## config.mk

```make
export PLATFORM = sky130hd
export DESIGN_NAME = grf_scoreboard
export DESIGN_NICKNAME = d
export VERILOG_FILES = /design/src/rtl/grf_pkg.sv /design/src/rtl/grf_pend_ctr.sv /design/src/rtl/grf_scoreboard.sv
export SDC_FILE = /design/constraint.sdc
export NUM_CORES = 2
export LEC_CHECK = 0
export BUFFER_PORTS_ARGS = -buffer_cell sky130_fd_sc_hd__buf_4
export CAP_MARGIN = 20
export CORE_MARGIN = 8
export CORE_UTILIZATION = 57
export DETAILED_ROUTE_END_ITERATION = 10
export GPL_TIMING_DRIVEN = 1
export PLACE_DENSITY = 0.76
export SLEW_MARGIN = 10
export SYNTH_ARGS = -nofsm -noshare
export SYNTH_HDL_FRONTEND = slang
export SYNTH_SLANG_ARGS = --single-unit
export TNS_END_PERCENT = 1
```

## constraint.sdc

```tcl
create_clock -name clk -period 3.8 [get_ports clk]
set_input_delay 0.76 -clock clk [delete_from_list [all_inputs] [get_ports clk]]
set_output_delay 0.76 -clock clk [all_outputs]
set_load 0.03 [all_outputs]
```

## src/rtl/grf_pkg.sv

```systemverilog
// Shared definitions for the scoreboarded general register file:
// address-width helper, pending-counter ceiling and the write-back trace format.
package grf_pkg;

  // Returns the number of address bits needed to select one of v registers.
  function automatic int clog2(input int v);
    int r;
    r = 0;
    while ((1 << r) < v) r++;
    return r;
  endfunction

  // Returns the largest value a pending counter of width w can hold.
  function automatic int cnt_max(input int w);
    return (1 << w) - 1;
  endfunction

  // Write-back trace line: PC, destination register, written value.
  localparam string GRF_TRACE_FMT = "@%08h: $%02d <= %08h";

endpackage

```

## src/rtl/grf_pend_ctr.sv

```systemverilog
// One saturating pending-write counter. Increments on an accepted issue,
// decrements on a write-back; both together leave it unchanged. It never
// wraps in either direction, and a write-back against an empty counter is
// reported through underflow_o.
module grf_pend_ctr
  import grf_pkg::*;
#(
  parameter int PEND_W = 2
) (
  input  logic              clk,
  input  logic              reset,
  input  logic              inc_i,
  input  logic              dec_i,
  output logic [PEND_W-1:0] cnt_o,
  output logic              at_max_o,
  output logic              nonzero_o,
  output logic              underflow_o
);

  localparam logic [PEND_W-1:0] CNT_MAX = PEND_W'(cnt_max(PEND_W));

  logic [PEND_W-1:0] cnt_q;
  logic [PEND_W-1:0] cnt_d;

  // Next count: +1 / -1 only when the other strobe is absent and there is room.
  always_comb begin
    cnt_d = cnt_q;
    if (inc_i && !dec_i && (cnt_q != CNT_MAX)) begin
      cnt_d = cnt_q + 1'b1;
    end else if (dec_i && !inc_i && (cnt_q != '0)) begin
      cnt_d = cnt_q - 1'b1;
    end
  end

  // Counter state register.
  always_ff @(posedge clk) begin
    if (reset) begin
      cnt_q <= '0;
    end else begin
      cnt_q <= cnt_d;
    end
  end

  assign cnt_o       = cnt_q;
  assign at_max_o    = (cnt_q == CNT_MAX);
  assign nonzero_o   = (cnt_q != '0);
  assign underflow_o = dec_i && (cnt_q == '0);

endmodule

```

## src/rtl/grf_scoreboard.sv

```systemverilog
// Decode-stage register file: NUM_RD combinational read ports with
// same-cycle write forwarding, one write port, and a pending-write counter
// per register so the hazard unit can stall on in-flight results.
// Optional: define GRF_TRACE_EN to print one trace line per write-back.
module grf_scoreboard
  import grf_pkg::*;
#(
  parameter int DATA_W  = 32,
  parameter int REG_NUM = 32,
  parameter int NUM_RD  = 2,
  parameter int PEND_W  = 2,
  parameter int ADDR_W  = clog2(REG_NUM)
) (
  input  logic                     clk,
  input  logic                     reset,
  input  logic [NUM_RD*ADDR_W-1:0] rd_addr,
  output logic [NUM_RD*DATA_W-1:0] rd_data,
  output logic [NUM_RD-1:0]        rd_busy,
  input  logic                     iss_en,
  input  logic [ADDR_W-1:0]        iss_addr,
  output logic                     iss_ready,
  input  logic                     wr_en,
  input  logic [ADDR_W-1:0]        wr_addr,
  input  logic [DATA_W-1:0]        wr_data,
  input  logic [31:0]              wr_pc,
  output logic                     err
);

  logic [DATA_W-1:0] regs_q [REG_NUM];
  logic [PEND_W-1:0] cnt    [REG_NUM];
  logic [REG_NUM-1:0] inc, dec, at_max, nonzero, underflow;
  logic err_q, err_d;
  logic wr_live;

  // Writes and issues aimed at register 0 are ignored everywhere.
  assign wr_live   = wr_en && (wr_addr != '0);
  assign iss_ready = (iss_addr == '0) || !at_max[iss_addr];

  for (genvar r = 0; r < REG_NUM; r++) begin : g_ctr
    assign inc[r] = iss_en && iss_ready && (iss_addr == ADDR_W'(r)) && (r != 0);
    assign dec[r] = wr_live && (wr_addr == ADDR_W'(r));

    grf_pend_ctr #(.PEND_W(PEND_W)) u_ctr (
      .clk        (clk),
      .reset      (reset),
      .inc_i      (inc[r]),
      .dec_i      (dec[r]),
      .cnt_o      (cnt[r]),
      .at_max_o   (at_max[r]),
      .nonzero_o  (nonzero[r]),
      .underflow_o(underflow[r])
    );
  end

  // Data array: cleared on reset, register 0 is never written.
  always_ff @(posedge clk) begin
    if (reset) begin
      for (int r = 0; r < REG_NUM; r++) regs_q[r] <= '0;
    end else if (wr_live) begin
      regs_q[wr_addr] <= wr_data;
    end
  end

  // Read ports: the write presented this cycle overrides the array, and the
  // last outstanding write to a register clears its busy flag immediately.
  always_comb begin
    logic [ADDR_W-1:0] a;
    logic              hit;
    rd_data = '0;
    rd_busy = '0;
    for (int i = 0; i < NUM_RD; i++) begin
      a   = rd_addr[i*ADDR_W +: ADDR_W];
      hit = wr_live && (wr_addr == a);
      if (a == '0) begin
        rd_data[i*DATA_W +: DATA_W] = '0;
      end else if (hit) begin
        rd_data[i*DATA_W +: DATA_W] = wr_data;
      end else begin
        rd_data[i*DATA_W +: DATA_W] = regs_q[a];
      end
      rd_busy[i] = nonzero[a] && !(hit && (cnt[a] == PEND_W'(1)));
    end
  end

  // Sticky error: any write-back that found no pending reservation.
  assign err_d = err_q | (|underflow);

  // Error flag register.
  always_ff @(posedge clk) begin
    if (reset) begin
      err_q <= 1'b0;
    end else begin
      err_q <= err_d;
    end
  end

  assign err = err_q;

`ifdef GRF_TRACE_EN
  // Simulation trace of every write-back, including those to register 0.
  always @(posedge clk) begin
    if (wr_en && !reset) begin
      $display(GRF_TRACE_FMT, wr_pc, wr_addr, wr_data);
    end
  end
`else
  logic unused_wr_pc;
  assign unused_wr_pc = ^wr_pc;
`endif

endmodule
```

* Word level (Yosys, flattened, before mapping)
Memory sizes are Yosys's and may differ from the RTL's.
Index checks and enable logic that the tools add are counted.
W data, S select, Z words.
** Storage, ports and cells
- Register bits after elaboration :: 65
- Bits in writable memories :: 1024
- Output and inout bits :: 68
- Memories :: 1
** Cells by class
- Add/subtract/negate cells :: 63
- $lt $le $gt $ge :: 5
- Eq/ne operators :: 129
- Multiplexer cells :: 86
- Bitwise gates (word level) :: 3
- Reduce and logical (&&, ||, !) cells :: 396
** Memory list
- regs_q :: words 32, bits a word 32, rd ports 2, clocked after Yosys merged registers in 0, wr ports 32, line grf_scoreboard.sv:29 : logic [DATA_W-1:0] regs_q [REG_NUM];
** Operator list (number)
- $logic_and A1 B1 Y1 :: 228
- $eq A5 B5 Y1 const B :: 32
- $mux W32 :: 5
- $mux W2 :: 66
- $reduce_bool A2 Y1 :: 63
- $eq A5 B4 Y1 const B :: 16
- $logic_not A1 Y1 :: 65
- $eq A2 B2 Y1 const B :: 32
- $logic_not A2 Y1 :: 32
- $reduce_or A32 Y1 :: 2
- $sub A2 B1 Y2 const B :: 32
- $add A2 B1 Y2 const B :: 31
- $ne A2 B2 Y1 const B :: 31
- $eq A5 B3 Y1 const B :: 8
- $bmux W2 S5 :: 2
- $eq A5 B2 Y1 const B :: 4
- $logic_not A5 Y1 :: 4
- $lt A5 B6 Y1 const B :: 3
- $bmux W1 S5 :: 3
- $ge A6 B6 Y1 const B :: 2
- $not A5 Y6 :: 2
- $eq A5 B1 Y1 const B :: 2
- $eq A5 B5 Y1 :: 2
- $mux W1 :: 9
- 5 further kinds :: 6

* Depth between registers and ports, before layout
- Depth after elaboration :: 12
- Mapped depth :: 12
- Gate-level depth less buffers :: 8

* Cells and area by module
From an unflattened synthesis, not the netlist that was laid out.
** Second synthesis, totals
- Cells, all modules :: 4469
- Area total of the unflattened synthesis :: 61118.6 um2
** Modules (own cells, without submodules)
- grf_scoreboard :: times used 1, cells each 3957, area an instance 56914.6 um2
- grf_pend_ctr :: times used 32, cells each 16, area an instance 131.4 um2

* Least setup slack after synthesis
Ideal clock, no wire load.
- Kind :: input-to-output
- Start point :: input rd_addr[6]
- End point :: output rd_busy[1]
- Arrival time :: 3.426 ns
- Path slack :: -0.386 ns
- Stages :: 6
- Path buffers :: 3
- Path through :: clkbuf_1 buf_1 clkbuf_1 mux4_2 mux4_2 o31ai_1
** On the way
- Cells in the longest elaborated chain, start to end :: 8
- Elaborated cells between the ends (all ways) :: 12
- Those cells by class :: eq/ne: 2; mux: 5; bitwise: 1; reduce/logical: 4
** RTL lines
- start: declaration :: line grf_scoreboard.sv:16 : input logic [NUM_RD*ADDR_W-1:0] rd_addr,
- $not A5 Y6 (implied by the code) :: line grf_scoreboard.sv:81 : rd_busy[i] = nonzero[a] && !(hit && (cnt[a] == PEND_W'(1)));
- $bmux W2 S5 :: line grf_scoreboard.sv:81
- $mux W2 (implied by the code) (2 in series) :: line grf_scoreboard.sv:81
- $eq A2 B1 Y1 :: line grf_scoreboard.sv:81
- $logic_and A1 B1 Y1 :: line grf_scoreboard.sv:81
- $logic_not A1 Y1 :: line grf_scoreboard.sv:81
- $logic_and A1 B1 Y1 (*) :: line grf_scoreboard.sv:81
- end: declaration :: line grf_scoreboard.sv:18 : output logic [NUM_RD-1:0] rd_busy,
Every way passes the cells marked *; elsewhere a longest branch is shown, timed or not. The select of a mux whose other input is x is not followed.

* Worst setup path in the final report
- Start point :: input rd_addr[0]
- End point :: output rd_data[3]
** On the way
- Cells in the longest elaborated chain, start to end :: 4
- Elaborated cells between the ends (all ways) :: 6
- Those cells by class :: eq/ne: 1; mux: 2; reduce/logical: 2; memory: 1
** RTL lines
- parallel branches: the longest is 3 deep, another holds $mem_v2 Z32 W32
- $mux W32 (*) :: line grf_scoreboard.sv:74 : if (a == '0) begin
- end: declaration :: line grf_scoreboard.sv:17 : output logic [NUM_RD*DATA_W-1:0] rd_data,
Every way passes the cells marked *.

==> flow_metrics.env <==
export IMPL_cp_num_cells=10
export IMPL_slew_headroom=0.3703
export IMPL_vias=40840
export IMPL_syn_area_um2=61030
export IMPL_synth_cells=4165
export IMPL_crit_slowest_cell="a311oi_1"
export IMPL_worst_slew_pin_slew_ns=0.9446
export IMPL_hold_class="reg -> reg"
export IMPL_synth_top_family_by_area="multiplexers"
export IMPL_p_clk_frac=0.381
export IMPL_place_ws_ns=-0.03212
export IMPL_die_x_um=343.2
export IMPL_whs_ns=0.5002
export IMPL_max_cap_violations=0
export IMPL_crit_family="compound AO/OA/AOI/OAI gates"
export IMPL_path_clk_slew_ns=0.06
export IMPL_cts_tree="built"
export IMPL_leakage_nw=23.60
export IMPL_insertion_delay_ns=0.73
export IMPL_setup_tns_ns=-0.002989
export IMPL_wl_um=193500
export IMPL_post_cts_setup_buffers=0
export IMPL_finalSetupViolations=1
export IMPL_p_int_w=0.02221
export IMPL_seq_power_share=0.477
export IMPL_synthMuxAreaShare=0.2515
export IMPL_min_period_over_period=1.001
export IMPL_synth_compound_area_frac=0.03848
export IMPL_dpl_cell_area_um2=65690
export IMPL_syn_avg_cell_area_um2=14.65
export IMPL_crit_chain="buf_12, buf_12, buf_4, mux4_2, nand2_1, a311oi_1, buf_4, a21oi_2, a211oi_1, buf_4"
export IMPL_pin_count=156
export IMPL_nNetsFinal=4375
export IMPL_max_freq_ghz=0.2630
export IMPL_ys_seq_area_frac=0.5251
export IMPL_r2r_start="g_ctr[13].u_ctr.cnt_o[0]"
export IMPL_cts_inserted_buffers=111
export IMPL_yosys_warnings=0
export IMPL_place_inst=5575
export IMPL_start_util=0.5725
export IMPL_slew_viol_final=0
export IMPL_synth_largest_area_cell="edfxtp_1"
export IMPL_numPortBuffers=123
export IMPL_hp_start="g_ctr[0].u_ctr.cnt_o[1]"
export IMPL_clockRootBuffer="clkbuf_16"
export IMPL_synth_distinct_cells=79
export IMPL_cpPeakStageDelay_ns=0.66
export IMPL_irDropWorstVdd_v=0.0003447
export IMPL_hold_depth=2
export IMPL_globalplace_congestion=0.9246
export IMPL_synth_edff_count=1024
export IMPL_power_density_nw_per_um2=426.0
export IMPL_synth_most_common_cell="edfxtp_1"
export IMPL_rsz0062_at_grt="yes"
export IMPL_fin_cells=5788
export IMPL_drt_vias_per_instance=7.056
export IMPL_clock_path_buffers=3
export IMPL_drc=0
export IMPL_crit_arrival_ns=3.04
export IMPL_dp_hpwl_um=115700
export IMPL_path_max_fanout=10
export IMPL_min_to="g_ctr[0].u_ctr.cnt_o[1]"
export IMPL_async_flop_share=0
export IMPL_grt_max_degree=79
export IMPL_ys_flop_type="edfxtp_1"
export IMPL_grt_remaining_overflow=0
export IMPL_die_h_um=343.2
export IMPL_grt_pass1_wl_um=276200
export IMPL_clock_skew_final_ns=0.03858
export IMPL_stdcell_area_um2=69440
export IMPL_r2r_cells=8
export IMPL_fin_crit_ns=3.803
export IMPL_crit_type="in -> out"
export IMPL_clkSinkCount=1089
export IMPL_synth_top_cell_area_share=0.5038
export IMPL_area_growth_pct=13.78
export IMPL_synthTopCellsByCount="1024 x edfxtp_1, 1011 x and2_1, 645 x mux4_2"
export IMPL_critPathRequiredTime_ns=3.04
export IMPL_dr_pass1_iters=8
export IMPL_track_usage=0.3246
export IMPL_path_buf_inv=5
export IMPL_synthAdderAreaFrac=0.0004100
export IMPL_p_comb_frac=0.143
export IMPL_drtIter0Drc=6081
export IMPL_startpoint_type="input port"
export IMPL_netSwitchingPower_w=0.007374
export IMPL_synthXorXnorAreaFrac=0.005740
export IMPL_postCtsHoldBufs=0
export IMPL_drive_gt1_frac=0.3100
export IMPL_timing_rr_end="g_ctr[30].u_ctr.cnt_o[0]"
export IMPL_yosys_top_cells_area="edfxtp_1 50%, mux4_2 24%, and2_1 10%, dfxtp_1 2.1%, clkbuf_1 2.0%"
export IMPL_h_tree_depth=3
export IMPL_wire_per_inst_um=33.42
export IMPL_fin_ws_ns=-0.002989
export IMPL_synth_simple_gate_area_frac=0.1471
export IMPL_grt_pass1_vias=40620
export IMPL_die_area_um2=117800
export IMPL_cp_end_kind="output port"
export IMPL_path_common_cell="buf_4"
export IMPL_ys_seq_elements=1089
export IMPL_status="complete, but fails checks"
export IMPL_violations="negative setup slack"
export IMPL_rows=120
export IMPL_finalHoldViolCount=0
export IMPL_antenna_left=0
export IMPL_swShare=0.2493
export IMPL_r2r_slack_ns=0.88
export IMPL_core_area_um2=106600
export IMPL_grt_antenna_before_repair=11
area by class of cell:
class,instances,area (um^2)
Antenna cell,7,17.52
Clock buffer,140,3002
Clock inverter,66,689.4
Fill cell,7255,37160
Inverter,34,132.6
Multi-Input combinational cell,2636,27520
Sequential cell,1089,32050
Tap cell,1403,1755
Timing Repair Buffer,413,4275
cell families after synthesis:
group / Yosys count
flops: 1089
buf+inv: 471
xor+xnor: 40
fa+ha+maj: 2
other cells: 1
mux: 727
compound gates: 312
simple gates: 1523
how the worst max path moves through the flow:
| stage | slack [ns] | startpoint | to |
|---|---|---|---|
| after floorplan | -0.16 | rd_addr[2] | rd_data[9] |
| after global placement | -0.06 | rd_addr[0] | rd_data[25] |
| after detailed placement | -0.03 | rd_addr[0] | rd_data[25] |
| after CTS | -0.008 | rd_addr[0] | rd_data[1] |
| after global routing | -0.02 | rd_addr[0] | rd_data[3] |
| final | -0.003 | rd_addr[0] | rd_data[3] |
power by group through the flow:
stage | clock network, W | logic, W | registers, W
CTS | 0.0113 | 0.00418 | 0.0141
global placement | 0 | 0.00411 | 0.0142
detailed placement | 0 | 0.00416 | 0.0143
finish | 0.0113 | 0.00422 | 0.0141
floorplan | 0 | 0.00264 | 0.0142
global route | 0.0117 | 0.00436 | 0.0142
registers in the layout, indices dropped and copies added, names as in the netlist:
register,cells
err,1
g_ctr.u_ctr.cnt_o,64
regs_q,1024
tightest hold or removal path, cell delays in order (launching register included):
cell and delay, ns:
dfxtp_1 0.33, inv_1 0.08, nor2_1 0.05
what timing repair did:
| item | CTS | global route |
|---|---|---|
| setup endpoints to repair | 3 | 8 |
| resized for setup | 3 | 7 |
| gates cloned | 0 | 0 |
placed cells by master, fill, tap and decap left out, types with 11 or more instances in the layout:
master	instances
edfxtp_1	1024
and2_1	1011
mux4_2	645
buf_4	317
nand2_1	132
nor2_1	129
clkbuf_16	115
a211oi_1	89
buf_12	88
mux2i_1	80
a21oi_1	78
dfxtp_1	65
xnor2_1	33
nor3_1	32
conb_1	32
nand2_2	31
inv_1	30
nor4_2	25
or3_1	23
nor2_4	23
nor2b_1	23
clkinv_1	23
a221oi_2	22
clkbuf_1	22
o32ai_1	21
clkinv_2	21
nand3_1	20
a31oi_1	20
o21ai_0	18
bufinv_16	14
o211ai_1	12
a311oi_1	11
nor3b_1	11
nor3_2	11
layer usage:
layer | track usage | vias up | wire (um)
li1 | - | 16360 | -
met1 | 0.4140 | 20560 | 64710
met2 | 0.5188 | 3187 | 91590
met3 | 0.07615 | 735 | 24930
met4 | 0.1757 | 6 | 12170
met5 | 0 | - | 54
metrics by stage:
stage / power (W) / util
2_1_floorplan: 0.01683 / -
3_3_place_gp: 0.01836 / 0.6162
3_5_place_dp: 0.01848 / 0.6162
4_1_cts: 0.02955 / 0.6510
5_1_grt: 0.03022 / 0.6513
6_report: 0.02958 / 0.6514
No activity file was read; power rests on OpenSTA's default activity.
